[config.mk]
export PLATFORM = sky130hd
export DESIGN_NAME = pattern_sweep_gen
export DESIGN_NICKNAME = d
export VERILOG_FILES = /design/src/rtl/sweep_pkg.sv /design/src/rtl/sync_edge.sv /design/src/rtl/pattern_sweep_gen.sv
export SDC_FILE = /design/constraint.sdc
export NUM_CORES = 1
export LEC_CHECK = 0
export ABC_AREA = 0
export BUFFER_PORTS_ARGS = -buffer_cell sky130_fd_sc_hd__buf_2
export CAP_MARGIN = 20
export CORE_MARGIN = 5
export CORE_UTILIZATION = 40
export DETAILED_ROUTE_END_ITERATION = 10
export GPL_TIMING_DRIVEN = 0
export MAX_ROUTING_LAYER = met4
export PLACE_DENSITY = 0.53
export SETUP_SLACK_MARGIN = 0.2
export SYNTH_ARGS = -nofsm -noshare
export SYNTH_HDL_FRONTEND = slang
export SYNTH_HIERARCHICAL = 1
export SYNTH_SLANG_ARGS = --single-unit
[constraint.sdc]
create_clock -name clk -period 2.4 [get_ports clk]
set_input_delay 0.48 -clock clk [delete_from_list [all_inputs] [get_ports clk]]
set_output_delay 0.48 -clock clk [all_outputs]
set_load 0.01 [all_outputs]
[src/rtl/sweep_pkg.sv]
// Shared constants for the pattern sweep generator: FSM state encoding and
// the default vector width.
package sweep_pkg;

    localparam int SWEEP_WIDTH = 6;

    typedef enum logic [1:0] {
        ST_IDLE = 2'd0,
        ST_RUN  = 2'd1,
        ST_DONE = 2'd2
    } state_t;

endpackage

[src/rtl/sync_edge.sv]
// Two-flop synchronizer for an asynchronous push-button followed by a
// rising-edge detector producing a single-cycle pulse.
module sync_edge (
    input  logic clk,
    input  logic rst,
    input  logic din,
    output logic pulse
);

    logic s1_q, s2_q, prev_q;
    logic s1_d, s2_d, prev_d;

    always_comb begin
        s1_d   = din;
        s2_d   = s1_q;
        prev_d = s2_q;
    end

    always_ff @(posedge clk or posedge rst) begin
        if (rst) begin
            s1_q   <= 1'b0;
            s2_q   <= 1'b0;
            prev_q <= 1'b0;
        end else begin
            s1_q   <= s1_d;
            s2_q   <= s2_d;
            prev_q <= prev_d;
        end
    end

    // Combinational from stage 2 so the FSM reacts on the third clock edge.
    assign pulse = s2_q & ~prev_q;

endmodule

[src/rtl/pattern_sweep_gen.sv]
// Button-controlled 0..2^WIDTH-1 pattern sweeper with prescaled step rate.
// Define SWEEP_STEP_EN to add the manual single-step 'adv' button.
module pattern_sweep_gen
    import sweep_pkg::*;
#(
    parameter int DIV   = 12000000,
    parameter int WIDTH = SWEEP_WIDTH
) (
    input  logic             clk,
    input  logic             rst,
    input  logic             start,
    input  logic             stop,
`ifdef SWEEP_STEP_EN
    input  logic             adv,
`endif
    input  logic             mode_cont,
    output logic [WIDTH-1:0] vec,
    output logic             step,
    output logic             busy,
    output logic             done
);

    localparam int             PW       = $clog2(DIV);
    localparam logic [PW-1:0]  PRE_LAST = PW'(DIV - 1);
    localparam logic [WIDTH-1:0] VEC_MAX = '1;

    logic start_p, stop_p;

    sync_edge u_start_sync (.clk(clk), .rst(rst), .din(start), .pulse(start_p));
    sync_edge u_stop_sync  (.clk(clk), .rst(rst), .din(stop),  .pulse(stop_p));

`ifdef SWEEP_STEP_EN
    logic adv_p;
    sync_edge u_adv_sync   (.clk(clk), .rst(rst), .din(adv),   .pulse(adv_p));
`endif

    state_t           state_q, state_d;
    logic [WIDTH-1:0] vec_q,   vec_d;
    logic [PW-1:0]    presc_q, presc_d;
    logic             step_q,  step_d;
    logic             mode_q,  mode_d;

    always_comb begin
        state_d = state_q;
        vec_d   = vec_q;
        presc_d = presc_q;
        step_d  = 1'b0;
        mode_d  = mode_q;

        case (state_q)
            ST_IDLE, ST_DONE: begin
                if (stop_p) begin
                    state_d = ST_IDLE;
                    presc_d = '0;
                end else if (start_p) begin
                    state_d = ST_RUN;
                    vec_d   = '0;
                    presc_d = '0;
                    mode_d  = mode_cont;
                    step_d  = 1'b1;
                end
`ifdef SWEEP_STEP_EN
                else if (adv_p) begin
                    state_d = ST_IDLE;
                    vec_d   = vec_q + 1'b1;
                    step_d  = 1'b1;
                end
`endif
            end

            ST_RUN: begin
                // Stop outranks a terminal count landing in the same cycle.
                if (stop_p) begin
                    state_d = ST_IDLE;
                    presc_d = '0;
                end else if (presc_q == PRE_LAST) begin
                    presc_d = '0;
                    if (vec_q != VEC_MAX) begin
                        vec_d  = vec_q + 1'b1;
                        step_d = 1'b1;
                    end else if (mode_q) begin
                        vec_d  = '0;
                        step_d = 1'b1;
                    end else begin
                        state_d = ST_DONE;
                    end
                end else begin
                    presc_d = presc_q + 1'b1;
                end
            end

            default: begin
                state_d = ST_IDLE;
                presc_d = '0;
            end
        endcase
    end

    always_ff @(posedge clk or posedge rst) begin
        if (rst) begin
            state_q <= ST_IDLE;
            vec_q   <= '0;
            presc_q <= '0;
            step_q  <= 1'b0;
            mode_q  <= 1'b0;
        end else begin
            state_q <= state_d;
            vec_q   <= vec_d;
            presc_q <= presc_d;
            step_q  <= step_d;
            mode_q  <= mode_d;
        end
    end

    assign vec  = vec_q;
    assign step = step_q;
    assign busy = (state_q == ST_RUN);
    assign done = (state_q == ST_DONE);

endmodule

==> summary.txt, run 1 <==
Run status - completed
IO buf count - 13
Clock Power Share - 40.0%
Clock tree buffer depth - 2
Clk_skew - 0.0119 ns
Initial detailed-routing violation count - 89
DRC violations left - 0
Most common cell after layout, fill and taps aside - dfrtp_1
Syn Inst Count - 212
Post-DR vias/cell - 5.81
Largest family of logic cells by synthesized area - simple AND/OR/NAND/NOR gates
Synth Area in Compound Gates - 17.6%
Internal power - 1050 uW
Number of nets in the layout - 241
Die area - 6800 um^2
Fin Setup TNS - 0 ns
Global-route wire length before repair - 8040 um
Cell count after placement - 296
CTS sink count - 40
Worst-path clk slew - 0.09 ns
Kind of critical path - reg2reg
DP Area - 2280 um^2
Final setup vio count - 0
TritonCTS clock tree - yes
Antenna Cells - 0
Commonest non-fill, non-tap cells in the layout - 40 x dfrtp_1, 17 x buf_2, 16 x nand2_1
WP data required - 2.61 ns
Power Total - 1430 uW
Cell area after synthesis - 2100 um^2
Max Cap Viol - 0
Adder-cell area share of the yosys netlist - 1.19%
CP Capture Type - register
Post-synthesis xor/xnor area fraction - 2.50%
Max Clk Rate - 0.477 GHz
Flop-to-flop setup slack - 0.30 ns
Post-route cell area - 2450 um^2
CORE AREA - 5110 um^2
Fillers - 487
Die height - 82.5 um
Initial antenna violation count - 0
Num CTS Buffers - 5
DP Wirelength - 3520 um
Syn_area_per_cell - 9.92 um^2
Area growth syn-to-layout - 16.4%
Syn_nets - 219
Leakage - 0.00103 uW
Slew headroom - 54.5%
Root Driver - clkbuf_8
Worst slew pin tran - 0.682 ns
Sw frac - 26.4%
Layout cells sized above 1 - 17.4%
Largest net degree at the start of global routing - 20
Post-route ant nets - 0
Clock latency on the worst-skew pair - 0.30 ns
Minimum clock period - 2.10 ns
Crit start category - register
GRT Total Usage - 15.9%
Worst vdd ir - 0.340 mV
NetSw - 377 uW
Synth Area in Simple Gates - 27.2%
Seq pwr share - 50.2%
RSZ-0062 raised after global routing - no
H-tree depth - 2
PwrDens - 585 nW/um^2
GRT overflow - 0
Final hold vios - 0
Combinational Power Share - 9.8%
Sequential share of the synthesized area - 47.6%
Multiplexer share of the synthesized area - 0.476%
Vias in the first global route - 1679
Final period utilization - 87.4%
Count of synthesis-stage warnings from yosys - 6
Max FO, Critical Path - 10
Drt wl/cell - 15.8 um
Prevailing post-synth register cell - dfrtp_1
Std-Cell Rows - 26
Synth cell types - 41
Number of flops mapped to enable cells by yosys - 0
Initial core utilization - 41.2%
Number of iterations in the first detailed-routing pass - 5
FFs w/ async S/R, synth - 100%
Max-slew violation count - 0
Final Non-Filler Cells - 305
Synthesized flop and latch total - 40
Hold/Removal Path Class - in2async
Total Wirelength - 4830 um
Placer Congestion - 0.841
Via count - 1773
Worst EP arrival - 2.31 ns
Worst hold slack - 0.0470 ns
IO Pins - 14
Chip width - 82.5 um
-- metrics by stage --
stage | utilization (%) | worst slack, ns
2_1_floorplan | - | 0.430
3_3_place_gp | 44.1 | 0.117
3_5_place_dp | 44.7 | 0.106
4_1_cts | 47.3 | 0.213
5_1_grt | 47.9 | 0.214
6_report | 47.9 | 0.303
-- logic make-up (layout without fill, tap and decap cells) --
group,after synthesis,count (layout)
xor+xnor,6,6
compound gates,52,52
fa+ha+maj,2,2
mux,1,1
buf+inv,18,41
flops,40,40
simple gates,93,93
-- cell type report --
class	count	area (um^2)	area share, %
tap	70	87.6	3.58
clock buffer	5	68.8	2.81
sequential	40	1000	40.9
inverter	10	37.5	1.53
timing repair buffer	15	100	4.09
multi-input combinational	154	1070	43.7
clock inverter	3	46.3	1.89
buffer	8	35.0	1.43
-- Yosys cell counts (2+ instances only) --
| cell | n | area share (%) |
|---|---|---|
| buf_2 | 4 | 0.95 |
| nor3_1 | 9 | 2.1 |
| dfrtp_1 | 40 | 48 |
| and3_1 | 5 | 1.5 |
| nand3_1 | 12 | 2.9 |
| o21ai_0 | 10 | 2.4 |
| and2_1 | 2 | 0.60 |
| inv_1 | 10 | 1.8 |
| nand4_1 | 6 | 1.8 |
| nor2b_1 | 2 | 0.60 |
| nor2b_4 | 2 | 1.3 |
| a22oi_1 | 10 | 3.6 |
| a31oi_1 | 2 | 0.60 |
| nor4bb_1 | 2 | 0.95 |
| ha_1 | 2 | 1.2 |
| or4_1 | 8 | 2.9 |
| nor4_1 | 3 | 0.89 |
| xnor2_1 | 6 | 2.5 |
| nor2_1 | 6 | 1.1 |
| nand2b_1 | 2 | 0.60 |
| nand2_1 | 16 | 2.9 |
| clkbuf_1 | 4 | 0.71 |
| a22oi_2 | 3 | 1.8 |
| o41ai_1 | 2 | 0.83 |
| and4_1 | 3 | 1.3 |
| a21oi_1 | 7 | 1.7 |
| o31ai_1 | 11 | 3.9 |
| or3_1 | 9 | 2.7 |
| a21o_1 | 2 | 0.71 |
-- registers in the layout (all words and copies together), names as in the netlist --
| name | flops |
|---|---|
| mode_q | 1 |
| u_start_sync/prev_d | 1 |
| u_stop_sync/s1_q | 1 |
| u_start_sync/s1_q | 1 |
| state_q | 2 |
| vec | 6 |
| u_stop_sync/prev_d | 1 |
| presc_q | 24 |
| u_stop_sync/prev_q | 1 |
| step | 1 |
| u_start_sync/prev_q | 1 |
-- power groups by stage --
stage,registers [uW],clock network [uW],logic (uW)
3_5_place_dp,727,0,136
2_1_floorplan,723,0,91.1
5_1_grt,720,615,161
6_report,718,573,140
4_1_cts,713,584,139
3_3_place_gp,726,0,128
-- path summary, 6_finish.rpt --
path                                        startpoint                            end  cells past startpoint
hold / removal                                     rst    u_start_sync/s1_q$_DFF_PP0_                      2
hold reg to reg            u_start_sync/s1_q$_DFF_PP0_  u_start_sync/prev_d$_DFF_PP0_                      0
setup / recovery                presc_q[2]$_DFFE_PP0P_         presc_q[9]$_DFFE_PP0P_                      5
min in group clk                                 start    u_start_sync/s1_q$_DFF_PP0_                      1
max in group asynchronous                          rst        presc_q[17]$_DFFE_PP0P_                      3
setup reg to reg                presc_q[2]$_DFFE_PP0P_         presc_q[9]$_DFFE_PP0P_                      5
-- routing by layer --
metal  up-vias  share of wire (%)  global-route usage [%]
met5         -                  0                       -
met4         0                1.1                    4.74
met3         5                3.1                    3.69
met2        25                 48                    24.4
met1       890                 48                    20.9
li1        853                  -                       -
-- worst max-delay path, cell delays in order (launching register included) --
cell	delay [ns]
dfrtp_1	0.49
nand3_1	0.21
or4b_4	0.58
buf_2	0.21
or3_1	0.33
a22oi_1	0.17
-- timing repair --
item,in CTS,in global routing
hold buffers,0,0
setup endpoints to repair,21,11
cloned,0,0
setup buffers,1,0
resized for setup,2,5
pin swaps,1,0
Note: power is estimated with default switching activity, not from simulation.
==> inputs of run 2 (changes only) <==
- SYNTH_HIERARCHICAL: 1 -> not set
==> run 2 against run 1 <==
Net effect:
- register-to-register slack improved by 0.11 ns
- synthesized area fell by 1.4%
- synthesized cell count is 1.4% higher
- clock skew decreased by 0.0043 ns
- fmax increased by 5.4%
- sequential cell count unchanged
- wire length decreased by 9.1%
- critical path depth stayed put
- sequential power grew 7.0%
- non-clock buffer count down 5
- critical endpoint is now vec[3]$_DFFE_PP0P_
- largest cell class unchanged
==> summary.txt, run 2 <==
Run status - completed
Sequential share of the synthesized area - 48.3% (+0.66 points)
Chip width - 82.0 um (-0.60%)
Syn_nets - 222 (+1.4%)
Path depth of the worst reg2reg path - 5 (unchanged)
Final core utilization - 46.4% (-1.5 points)
Most common cell in the synthesized netlist - dfrtp_1
GR Util met3 - 4.93% (+1.2 points)
Die area - 6720 um^2 (-1.2%)
Initial detailed-routing violation count - 50 (-44%)
Hold-fix buffers, CTS - 0 (unchanged)
Prevailing post-synth register cell - dfrtp_1
CP Capture Type - register
Biggest register - presc_q
Std-Cell Rows - 26 (unchanged)
Number of flops mapped to enable cells by yosys - 0 (unchanged)
Placer Congestion - 0.790 (-6.1%)
Final hold vios - 0 (unchanged)
Clk_skew - 0.00766 ns (-0.00427 ns)
Worst EP arrival - 2.17 ns (-0.14 ns)
Max Clk Rate - 0.503 GHz (+5.4%)
Number of nets in the layout - 242 (+0.41%)
DRC violations left - 0 (unchanged)
Antenna Cells - 0 (unchanged)
Kind of critical path - reg2reg
CTS sink count - 40 (unchanged)
Number of iterations in the first detailed-routing pass - 4 (-1)
Commonest non-fill, non-tap cells in the layout - 40 x dfrtp_1, 23 x nor2_1, 18 x nand2_1
FFs w/ async S/R, synth - 100% (unchanged)
Cell area after synthesis - 2070 um^2 (-1.4%)
Worst Hold Launch - stop
Synth cell types - 44 (+7.3%)
Fin Setup TNS - 0 ns (unchanged)
Slew headroom - 44.0% (-10 points)
Syn Inst Count - 215 (+1.4%)
H-tree depth - 2 (unchanged)
RSZ-0062 raised after global routing - no
Drt wl/cell - 14.3 um (-9.4%)
Via count - 1564 (-12%)
Syn_area_per_cell - 9.64 um^2 (-2.7%)
CORE AREA - 5070 um^2 (-0.64%)
Die height - 82.0 um (-0.60%)
Post-DR vias/cell - 5.11 (-12%)
Most common cell after layout, fill and taps aside - dfrtp_1
Root Driver - clkbuf_8
Area share of the largest cell type after synthesis - 48.3% (+0.66 points)
Synthesized flop and latch total - 40 (unchanged)
Worst slew pin tran - 0.839 ns (+0.157 ns)
Max FFs per register - 24 (unchanged)
TritonCTS clock tree - yes
GRT overflow - 0 (unchanged)
Leakage - 0.000955 uW (-7.6%)
Vias in the first global route - 1540 (-8.3%)
PwrDens - 696 nW/um^2 (+19%)
Count of synthesis-stage warnings from yosys - 0 (-6)
Max Cap Viol - 0 (unchanged)
Max FO, Critical Path - 5 (-5)
IO Pins - 14 (unchanged)
Launch point of the worst reg-to-reg path - presc_q[14]$_DFFE_PP0P_
Max-slew violation count - 0 (unchanged)
Clock tree buffer depth - 2 (unchanged)
Post-route ant nets - 0 (unchanged)
Clock latency on the worst-skew pair - 0.30 ns (about the same)
Global routing's busiest layer - met2
Worst vdd ir - 0.343 mV (+0.76%)
Largest net degree at the start of global routing - 41 (+110%)
Met1 GRT Util - 21.7% (+0.74 points)
Global-route wire length before repair - 7670 um (-4.6%)
Final period utilization - 82.9% (-4.5 points)
IO buf count - 13 (unchanged)
Ranking of synthesized cells by area - dfrtp_1 48%, xnor2_1 5.1%, nor2_1 4.2%
GRT Total Usage - 15.6% (-0.31 points)
Flop-to-flop setup slack - 0.41 ns (+0.11 ns)
Num CTS Buffers - 5 (unchanged)
Synth top cells by count - 40 x dfrtp_1, 23 x nor2_1, 18 x nand2_1
WP data required - 2.58 ns (-0.03 ns)
Crit start category - register
Yosys top cell by area - dfrtp_1
Minimum clock period - 1.99 ns (-0.108 ns)
Hold/Removal Path Class - in2reg
Final setup vio count - 0 (unchanged)
Initial antenna violation count - 0 (unchanged)
Worst-path clk slew - 0.08 ns (about the same)
GRT met2 Usage - 22.1% (-2.3 points)
Initial core utilization - 40.9% (-0.30 points)
Total Wirelength - 4390 um (-9.1%)
Layout cells sized above 1 - 17.8% (+0.35 points)
Area growth syn-to-layout - 13.6%
Worst Setup SP - presc_q[14]$_DFFE_PP0P_
Reg2reg end - vec[3]$_DFFE_PP0P_
DP Wirelength - 3070 um (-13%)
Setup crit end - vec[3]$_DFFE_PP0P_
[run 2: changes by cell type in the layout (fill, tap and decap cells not counted), moves of 6 or more]
cell     before  now
a22oi_1      10    0
nor2_1        6   23
nor3_2        1    9
or4_1         8    2
xnor2_1       6   12
[run 2: worst min path at each step]
| stage | endpoint | slack (ns) | cells past startpoint |
|---|---|---|---|
| after detailed placement | u_stop_sync.prev_d$_DFF_PP0_ | 0.34 | 0 |
| after global routing | u_start_sync.s1_q$_DFF_PP0_ | 0.27 | 1 |
| after floorplan | u_start_sync.prev_d$_DFF_PP0_ | 0.33 | 0 |
| final | u_stop_sync.s1_q$_DFF_PP0_ | 0.28 | 1 |
| after CTS | u_stop_sync.s1_q$_DFF_PP0_ | 0.28 | 1 |
| after global placement | u_start_sync.prev_d$_DFF_PP0_ | 0.33 | 0 |
[run 2: area by class of cell]
type	count	area, um^2
Buffer	5	30.0
Clock buffer	5	68.8
Clock inverter	3	42.5
Fill cell	512	2720
Inverter	11	41.3
Multi-Input combinational cell	159	1020
Sequential cell	40	1000
Tap cell	70	87.6
Timing Repair Buffer	13	65.1
[run 2: timing repair]
action | CTS | global route
buffers inserted | 0 | 0
setup endpoints to repair | 0 | 14
resized for setup | 0 | 5
hold endpoints to repair | 0 | 0
[run 2: layer usage]
metal | wire length (um) | vias to the layer above
met5 | 0 | -
met2 | 1920 | 19
met1 | 2300 | 742
met3 | 148 | 2
li1 | - | 801
met4 | 23 | 0
[run 2: logic make-up (layout without fill, tap and decap cells)]
kind of cell / after synthesis / after routing / share of synthesized area, %
xor gates and xnor gates: 15 / 15 / 6.34
muxes: 2 / 2 / 1.03
DFF: 40 / 40 / 48.3
buffers and inverters: 16 / 37 / 3.44
AOI/OAI and AO/OA: 31 / 31 / 9.23
adders and majority gates: 2 / 2 / 1.21
and+or+nand+nor: 109 / 109 / 30.5
[run 2: stage by stage]
step	cell area, um^2	cells	hold slack, ns	power (uW)	setup WS, ns
after floorplan	2070	215	0.331	983	0.686
after global placement	2230	298	0.333	1090	0.267
after detailed placement	2230	298	0.345	1090	0.262
after CTS	2340	306	0.275	1650	0.239
after global routing	2360	306	0.272	1740	0.196
final	2360	306	0.285	1640	0.411
[run 2: power breakdown]
group / total [uW] / internal [uW] / leakage [uW] / switching [uW]
combinational: 313 / 95.0 / 0.000364 / 218
sequential: 768 / 721 / 0.000537 / 46.6
clock: 559 / 308 / 0.0000541 / 251
total: 1640 / 1120 / 0.000955 / 516
[run 2: worst max-delay path, cell delays in order, from the launching register on]
cell and delay (ns):
dfrtp_1 0.42, or3_1 0.40, nor4_2 0.35, nand4_1 0.34
o211ai_1 0.26, o21ai_0 0.10
